**config.mk**
```make
export PLATFORM = sky130hd
export DESIGN_NAME = fp_digit_extractor
export DESIGN_NICKNAME = d
export VERILOG_FILES = /design/src/rtl/fp_digit_pkg.sv /design/src/rtl/fp_digit_lane.sv /design/src/rtl/fp_digit_extractor.sv
export SDC_FILE = /design/constraint.sdc
export NUM_CORES = 2
export LEC_CHECK = 0
export CORE_MARGIN = 2
export CORE_UTILIZATION = 50
export DETAILED_ROUTE_END_ITERATION = 10
export DONT_BUFFER_PORTS = 1
export HOLD_SLACK_MARGIN = 0.05
export PLACE_DENSITY_LB_ADDON = 0.08
export SYNTH_ARGS = -nofsm -noshare
export SYNTH_HDL_FRONTEND = slang
export SYNTH_SLANG_ARGS = --single-unit
export TNS_END_PERCENT = 20
```
**constraint.sdc**
```tcl
create_clock -name clk -period 43.8 [get_ports clk]
set_clock_uncertainty 0.15 [all_clocks]
set_input_delay 2.19 -clock clk [delete_from_list [all_inputs] [get_ports clk]]
set_output_delay 2.19 -clock clk [all_outputs]
set_load 0.005 [all_outputs]
```
**src/rtl/fp_digit_pkg.sv**
```systemverilog
// fp_digit_pkg
// Shared constants for the float32 digit extractor: IEEE-754 single field
// positions, exponent bias, fixed-point geometry and the exponent window
// that yields a meaningful key. Also the stage-1 record carried by each lane.
// No ports (package).
package fp_digit_pkg;

    localparam int SIGN_BIT  = 31;
    localparam int EXP_MSB   = 30;
    localparam int EXP_LSB   = 23;
    localparam int MAN_MSB   = 22;
    localparam int EXP_W     = 8;
    localparam int MAN_W     = 23;
    localparam int BIAS      = 127;

    localparam int FRAC_BITS = 23;
    localparam int FX_W      = 56;
    localparam int PROD_W    = 72;
    localparam int INT_W     = PROD_W - FRAC_BITS;
    localparam int SHAMT_W   = 5;

    localparam int E_MIN     = -23;
    localparam int E_MAX     = 31;
    localparam int MAX_CH    = 8;

    // Raw exponent-field equivalents of the unbiased limits, so the lanes can
    // classify inputs with plain unsigned compares on the 8-bit field.
    localparam logic [EXP_W-1:0] EXP_BIAS = EXP_W'(BIAS);
    localparam logic [EXP_W-1:0] EXP_LO   = EXP_W'(BIAS + E_MIN);
    localparam logic [EXP_W-1:0] EXP_HI   = EXP_W'(BIAS + E_MAX);

    typedef struct packed {
        logic [MAN_W:0]         mant;
        logic                   left;
        logic [SHAMT_W-1:0]     shamt;
        logic                   zero;
        logic                   err;
    } s1_t;

endpackage

```
**src/rtl/fp_digit_lane.sv**
```systemverilog
// fp_digit_lane
// Single-channel datapath: key = floor(|x| * SCALE) mod MOD in four stages
// (unpack, align to 23-bit-fraction fixed point, scale, modulo).
// Ports:
//   clk   - clock, rising edge
//   rst   - synchronous active-low reset, clears every stage register
//   en    - stage enable; all four stages advance together when high
//   x     - IEEE-754 single (sign ignored)
//   key   - extracted key word, OUT_W bits
//   err   - exception flag (Inf, NaN or finite overflow)
module fp_digit_lane
    import fp_digit_pkg::*;
#(
    parameter int unsigned SCALE = 1000,
    parameter int unsigned MOD   = 1000,
    parameter int          OUT_W = 23
) (
    input  logic             clk,
    input  logic             rst,
    input  logic             en,
    input  logic [31:0]      x,
    output logic [OUT_W-1:0] key,
    output logic             err
);

    localparam logic [PROD_W-1:0] SCALE_X = PROD_W'(SCALE);
    localparam logic [INT_W-1:0]  MOD_X   = INT_W'(MOD);

    logic [EXP_W-1:0]  exp_field;
    logic              unused_sign;
    s1_t               s1;
    logic [FX_W-1:0]   fx_next;
    logic [FX_W-1:0]   s2_fx;
    logic              s2_err;
    logic [PROD_W-1:0] prod;
    logic [INT_W-1:0]  s3_int;
    logic              s3_err;

    assign exp_field = x[EXP_MSB:EXP_LSB];

    // The key is taken from |x|, so the sign bit is intentionally dropped.
    assign unused_sign = x[SIGN_BIT];

    // Zero, denormal, underflow and every exception collapse to fx = 0, which
    // forces the downstream key to 0 without any extra muxing later on.
    always_comb begin
        fx_next = '0;
        if (!(s1.zero || s1.err)) begin
            if (s1.left) begin
                fx_next = FX_W'(s1.mant) << s1.shamt;
            end else begin
                fx_next = FX_W'(s1.mant) >> s1.shamt;
            end
        end
    end

    assign prod = PROD_W'(s2_fx) * SCALE_X;

    // exp = 0 (zero/denormal) falls below EXP_LO and exp = 255 (Inf/NaN)
    // lies above EXP_HI, so two compares cover every special class.
    // The shift amount is only meaningful inside the window; outside it the
    // zero/err flags mask the aligned value.
    always_ff @(posedge clk) begin
        if (!rst) begin
            s1     <= '0;
            s2_fx  <= '0;
            s2_err <= 1'b0;
            s3_int <= '0;
            s3_err <= 1'b0;
            key    <= '0;
            err    <= 1'b0;
        end else if (en) begin
            s1.mant  <= {exp_field != '0, x[MAN_MSB:0]};
            s1.left  <= exp_field >= EXP_BIAS;
            s1.shamt <= (exp_field >= EXP_BIAS) ? SHAMT_W'(exp_field - EXP_BIAS)
                                                : SHAMT_W'(EXP_BIAS - exp_field);
            s1.zero  <= exp_field < EXP_LO;
            s1.err   <= exp_field > EXP_HI;

            s2_fx    <= fx_next;
            s2_err   <= s1.err;

            s3_int   <= INT_W'(prod >> FRAC_BITS);
            s3_err   <= s2_err;

            key      <= OUT_W'(s3_int % MOD_X);
            err      <= s3_err;
        end
    end

endmodule

```
**src/rtl/fp_digit_extractor.sv**
```systemverilog
// fp_digit_extractor
// N_CH float32 channels processed in lockstep through a 4-stage pipeline with
// valid/ready handshakes on both sides, a flush and an output handshake counter.
// Ports:
//   clk        - clock, rising edge
//   rst        - synchronous active-low reset
//   flush      - synchronous pipeline clear, active-high
//   in_valid   - in_data holds a vector
//   in_ready   - vector accepted this cycle
//   in_data    - N_CH packed singles, channel k at [32k+31:32k]
//   out_valid  - out_data/out_err valid
//   out_ready  - downstream accepts this cycle
//   out_data   - N_CH packed keys, channel k at [OUT_W*k+OUT_W-1:OUT_W*k]
//   out_err    - per-channel exception flags
//   out_count  - completed output handshakes, wraps at 2^32
module fp_digit_extractor
    import fp_digit_pkg::*;
#(
    parameter int          N_CH  = 3,
    parameter int          OUT_W = 23,
    parameter int unsigned SCALE = 1000,
    parameter int unsigned MOD   = 1000
) (
    input  logic                  clk,
    input  logic                  rst,
    input  logic                  flush,
    input  logic                  in_valid,
    output logic                  in_ready,
    input  logic [N_CH*32-1:0]    in_data,
    output logic                  out_valid,
    input  logic                  out_ready,
    output logic [N_CH*OUT_W-1:0] out_data,
    output logic [N_CH-1:0]       out_err,
    output logic [31:0]           out_count
);

    if (N_CH < 1 || N_CH > MAX_CH) begin : g_bad_nch
        $error("fp_digit_extractor: N_CH must be in 1..8");
    end
    if (SCALE == 0 || SCALE > 65535) begin : g_bad_scale
        $error("fp_digit_extractor: SCALE must be in 1..65535");
    end
    if (64'(MOD) > (64'd1 << OUT_W)) begin : g_bad_mod
        $error("fp_digit_extractor: MOD exceeds 2^OUT_W");
    end

    logic       advance;
    logic [3:1] stage_valid;

    // The whole pipeline moves as one; a stalled output freezes every stage.
    assign advance  = !out_valid || out_ready;
    assign in_ready = rst && advance && !flush;

    always_ff @(posedge clk) begin
        if (!rst) begin
            stage_valid <= '0;
            out_valid   <= 1'b0;
            out_count   <= '0;
        end else begin
            if (flush) begin
                stage_valid <= '0;
                out_valid   <= 1'b0;
            end else if (advance) begin
                stage_valid <= {stage_valid[2:1], in_valid && in_ready};
                out_valid   <= stage_valid[3];
            end
            if (out_valid && out_ready) begin
                out_count <= out_count + 32'd1;
            end
        end
    end

    for (genvar k = 0; k < N_CH; k++) begin : g_lane
        fp_digit_lane #(
            .SCALE (SCALE),
            .MOD   (MOD),
            .OUT_W (OUT_W)
        ) u_lane (
            .clk (clk),
            .rst (rst),
            .en  (advance),
            .x   (in_data[32*k +: 32]),
            .key (out_data[OUT_W*k +: OUT_W]),
            .err (out_err[k])
        );
    end

endmodule

```
# --- Word level (Yosys, flattened, before mapping) ---
# Index checks and enable logic that the tools add are counted.
totals:
  reg_bits: 507
  out_inout_bits: 106
  input_bits: 101
classes:
  n_lt_le_gt_ge: 9
  mux: 9
  n_mul: 3
  shift: 6
  n_addsub: 7
  n_div: 3
  reduce_logical: 14
  bitwise_logic: 1
op_table:
  columns: ["operator", "count"]
  rows:
  - ["56-bit two-way mux", 6]
  - ["56-bit by 7-bit multiplier with 63-bit output (second input constant)", 3]
  - ["24-bit by 5-bit left shift with 56-bit output", 3]
  - ["24-bit by 5-bit right shift with 56-bit output", 3]
  - ["43-bit by 10-bit remainder unit with 49-bit output (second input constant)", 3]
  - ["32-bit by 1-bit adder with 32-bit output (second input constant)", 1]
  - ["8-bit by 7-bit greater-or-equal comparator with 1-bit output (second input constant)", 3]
  - ["8-bit greater-than comparator (second input constant)", 3]
  - ["8-bit by 7-bit less-than comparator with 1-bit output (second input constant)", 3]
  - ["8-bit nonzero test", 3]
  - ["5-bit two-way mux", 3]
  - ["5-bit subtractor (first input constant)", 3]
  - ["5-bit subtractor (second input constant)", 3]
  - ["1-bit logical AND", 4]
  - ["1-bit logical OR", 4]
  - ["1-bit zero test", 2]
  - ["2-bit OR reduction", 1]
  - ["1-bit inverter", 1]

# --- Longest topological paths before layout ---
logic_depth:
  depth_word: 5
  ltp_mapped: 103
  depth_no_buf: 89

# --- By module ---
# From an unflattened synthesis, not the netlist that was laid out.
unflattened:
  cells_unflattened: 9372
  hier_area_um2: 80364.6
modules_own_cells:
  columns: ["module", "n_inst", "area_each_um2", "cells_each"]
  rows:
  - ["fp_digit_lane (g_lane[1].u_lane)", 1, 27048.4, 3154]
  - ["fp_digit_lane (g_lane[2].u_lane)", 1, 25858.6, 3006]
  - ["fp_digit_lane (g_lane[0].u_lane)", 1, 25812.3, 3017]
  - ["fp_digit_extractor", 1, 1645.3, 195]

# --- Worst setup path before layout ---
# OpenSTA, ideal clock, no wires.
synth_timing:
  path_type: "register to register"
  start: "reg g_lane[1].u_lane.s3_int[36]"
  end: "reg g_lane[1].u_lane.key[5]"
  t_required_ns: 43.522
  path_buffers: 11
  synth_period_minus_slack_ns: 24.503
  setup_ns: 0.128
  setup_slack_ns: 19.297
  stages_incl_launch_ff: 93
  arrival_ns: 24.226
  cell_sequence: "dfxtp_1 buf_2 or2_1 buf_2 mux2_2 a311o_1 o31a_1 buf_2 or3_4 a2111o_1 a311o_1 o211a_1 buf_6 a2111oi_4 o32ai_1 buf_4 nor2b_1 mux2_2 [57 not listed] or3b_1 o31ai_4 a211o_1 a21oi_2 a21oi_2 o211ai_1 a31o_2 o41a_1 mux2_1 a21oi_2 o31ai_4 nor3_1 or4b_1 and4b_1 a31oi_4 mux2i_1 xor2_1 o21ai_1"
synth_via:
  elab_chain_cells: 1
synth_rtl:
  columns: ["item", "line_no", "source"]
  rows:
  - ["start: declaration", "fp_digit_lane.sv:36", "logic [INT_W-1:0] s3_int;"]
  - ["start signal: assignment", "fp_digit_lane.sv:83", "s3_int <= INT_W'(prod >> FRAC_BITS);"]
  - ["43-bit by 10-bit remainder unit with 49-bit output", "fp_digit_lane.sv:86", "key <= OUT_W'(s3_int % MOD_X);"]
  - ["end signal: assignment", "fp_digit_lane.sv:86", null]
  - ["end: declaration", "fp_digit_lane.sv:22", "output logic [OUT_W-1:0] key,"]
# No other way between the ends.
# A chain may end at the register's enable or synchronous reset.

# --- Final worst setup path ---
layout_timing:
  start: "reg g_lane[0].u_lane.s3_int[38]"
  end: "reg g_lane[0].u_lane.key[8]"
layout_via:
  elab_chain_cells: 1
layout_rtl:
  columns: ["item", "line_no"]
  rows:
  - ["start: declaration", "fp_digit_lane.sv:36"]
  - ["start signal: assignment", "fp_digit_lane.sv:83"]
  - ["43-bit by 10-bit remainder unit with 49-bit output", "fp_digit_lane.sv:86"]
  - ["end signal: assignment", "fp_digit_lane.sv:86"]
  - ["end: declaration", "fp_digit_lane.sv:22"]
# No other way between the ends.

==> results.txt <==
final WL = 210,000 um
Worst Tran Pin Value = 1.24 ns
top cells by area, synth = fa_1 16%, dfxtp_1 13%, ha_1 6.5%
DR pass1 iterations = 9
startpoint types = flip-flop
Die Y = 396 um
Stages on worst setup path = 83
GRT Residual Overflow = 0
Hold Buf Count CTS = 0
row cnt = 143
Adder-Cell Fraction of Synth Area = 0.231
top-area cell type share of the netlist area = 0.163
CP Buf/Inv Count = 2
Setup TNS = 0 ns
Post-synth top flop = dfxtp_1
post-synthesis register bit count = 504
Horiz. Die Dim = 396 um
outcome = completed
antenna viol nets, final = 0
P_leak = 32.3 nW
number of global-route vias before repair = 65,300
Clock transition at path regs = 0.06 ns
count leader, synth = nand2_1
Reg2Reg Depth = 83
DP HPWL = 161,000 um
DRC = 0
pre-CTS setup slack = 12.65 ns
port bufs = 0
starting density of the core = 0.505
fin nets = 10,000
Synth Area in XOR/XNOR = 0.0465
CTS tree = built
final core occ = 0.525
compound-gate portion of the synthesized area = 0.281
placer congestion estimate = 0.910
TritonCTS Buffers = 67
Post-Synth Simple-Gate Area = 0.212
Final setup viols = 0
Critical Path Max Stage Delay = 0.90 ns
routed vias/inst = 6.31
Crit-path slowest cell = o311ai_1
Netlist Area Pre-Place = 76,900 um2
hold path cells = 2
Longest Clk Path Bufs = 3
routed vias = 69,300
global-route wire length before repair = 348,000 um
RSZ-0062 raised after global routing = no
CTS root buf = clkbuf_16
total power = 2.23 mW
number of synthesized flops with an enable pin = 0
most frequent CP cell = mux2i_1
Max-Cap Viols = 0
synth warn = 0
Req. time, crit path = 44.17 ns
Period minus WS final = 31.58 ns
Mapped Cells = 9,345
CORE AREA = 152,000 um2
Worst Setup Path Type = reg2reg
largest family of logic cells by synthesized area = compound AO/OA/AOI/OAI gates
critical path endpoint category = flip-flop
die area = 157,000 um2
register area share after synthesis = 0.131
highest clock rate = 31.7 MHz
layout cell share with drive strength beyond 1 = 0.0645
Final Cycle Share = 0.721
GRT Resource Usage Total = 0.262
Worst-Skew Late Latency = 0.68 ns
Commonest cells post-synth = 898 x nand2_1, 650 x nor2_1, 627 x fa_1
Post-Syn Area per Cell = 8.23 um2
Post-CTS Setup Bufs = 0
Async SR Flop Fraction = 0
total I/O pin count = 207
worst-path fanout max = 16
initial antenna violation count = 4
power per standard cell area = 27.9 nW/um2
Synth cell types = 155
Worst path top cell family by delay = compound AO/OA/AOI/OAI gates
post-DR wirelength/cell = 19.1 um
post-synthesis mux area share = 0.0578
Worst EP arrival = 31.95 ns
Final Instance Count excl. Fillers = 11,000
top cell type by total area after synthesis = fa_1
Starting DRT DRC Count = 5,716
syn_nets = 10,500
clock sink count = 504
final max-slew violation count = 0
Peak VDD IR = 0.0346 mV
Cells after DPL = 10,900
H-tree depth = 3
Rel. slew slack = 0.169
Hold Crit Class = reg2reg
worst setup margin = 12.22 ns
count of cells resized by post-cts repair = 0
largest net degree at the start of global routing = 491
area growth from synthesis to layout = 3.89%
final hold vios = 0
FILL cells = 14,500
## flip-flops by register name, indices dropped and copies added (netlist names)
signal / count
g_lane.u_lane.err: 3
g_lane.u_lane.key: 69
g_lane.u_lane.s1: 96
g_lane.u_lane.s2_err: 3
g_lane.u_lane.s2_fx: 165
g_lane.u_lane.s3_err: 3
g_lane.u_lane.s3_int: 129
out_count: 32
out_valid: 1
stage_valid: 3
## through the flow
step / hold slack (ns) / cell area [um2]
2_1_floorplan: 0.282 / 76900
3_3_place_gp: 0.291 / 77500
3_5_place_dp: 0.297 / 77500
4_1_cts: 0.306 / 79900
5_1_grt: 0.331 / 79900
6_report: 0.302 / 79900
## worst min-delay path: cells and delay by family, from the launching register on
kind / cells / cell delay [ns]
AOI/OAI and AO/OA: 1 / 0.05
DFF: 1 / 0.31
and+or+nand+nor: 1 / 0.05
## cell type report
cell class / count / area [um2] / area share
Sequential cell: 504 / 10100 / 0.126
Timing Repair Buffer: 39 / 293 / 0.00367
Tap cell: 2030 / 2540 / 0.0318
Clock inverter: 38 / 534 / 0.00669
Antenna cell: 3 / 7.51 / 0.0000940
Inverter: 229 / 860 / 0.0108
Clock buffer: 81 / 1800 / 0.0225
Multi-Input combinational cell: 8072 / 63700 / 0.798
## power by group
part           switching, mW  internal, mW
clock network          0.241         0.356
registers             0.0705         0.490
logic                  0.649         0.420
total                  0.960          1.27
## kinds of logic (layout without fill, tap and decap cells)
| group | count (synthesis) | in the layout |
|---|---|---|
| AOI/OAI and AO/OA | 2981 | 2981 |
| xor gates and xnor gates | 401 | 401 |
| adders and majority gates | 1048 | 1048 |
| buffers and inverters | 769 | 387 |
| DFF | 504 | 504 |
| muxes | 413 | 413 |
| other | 0 | 3 |
| and+or+nand+nor | 3229 | 3229 |
## final timing paths
kind / from / endpoint / slack, ns
max: g_lane[0].u_lane.s3_int[38] / g_lane[0].u_lane.key[8] / 12.22
min: stage_valid[1] / stage_valid[1] / 0.30
max reg2reg: g_lane[0].u_lane.s3_int[38] / g_lane[0].u_lane.key[8] / 12.22
min reg2reg: stage_valid[1] / stage_valid[1] / 0.30
## metal layers
layer | up-vias | routed length (um) | GRT usage
met5 | - | 12 | 0
met4 | 2 | 4000 | 0.0583
met3 | 219 | 11500 | 0.0380
met2 | 1686 | 93800 | 0.412
met1 | 33500 | 101000 | 0.379
li1 | 33900 | - | -
## cell usage in the layout, fill, tap and decap left out, types with 233 or more instances in the layout
cell / instances
fa_1: 627
ha_1: 398
o21ai_0: 576
nor2_1: 650
a21oi_1: 443
nor2b_1: 233
xnor2_1: 275
dfxtp_1: 495
nand2_1: 897
and2_1: 288
mux2i_1: 280
Power figures use the tool's default switching activity.
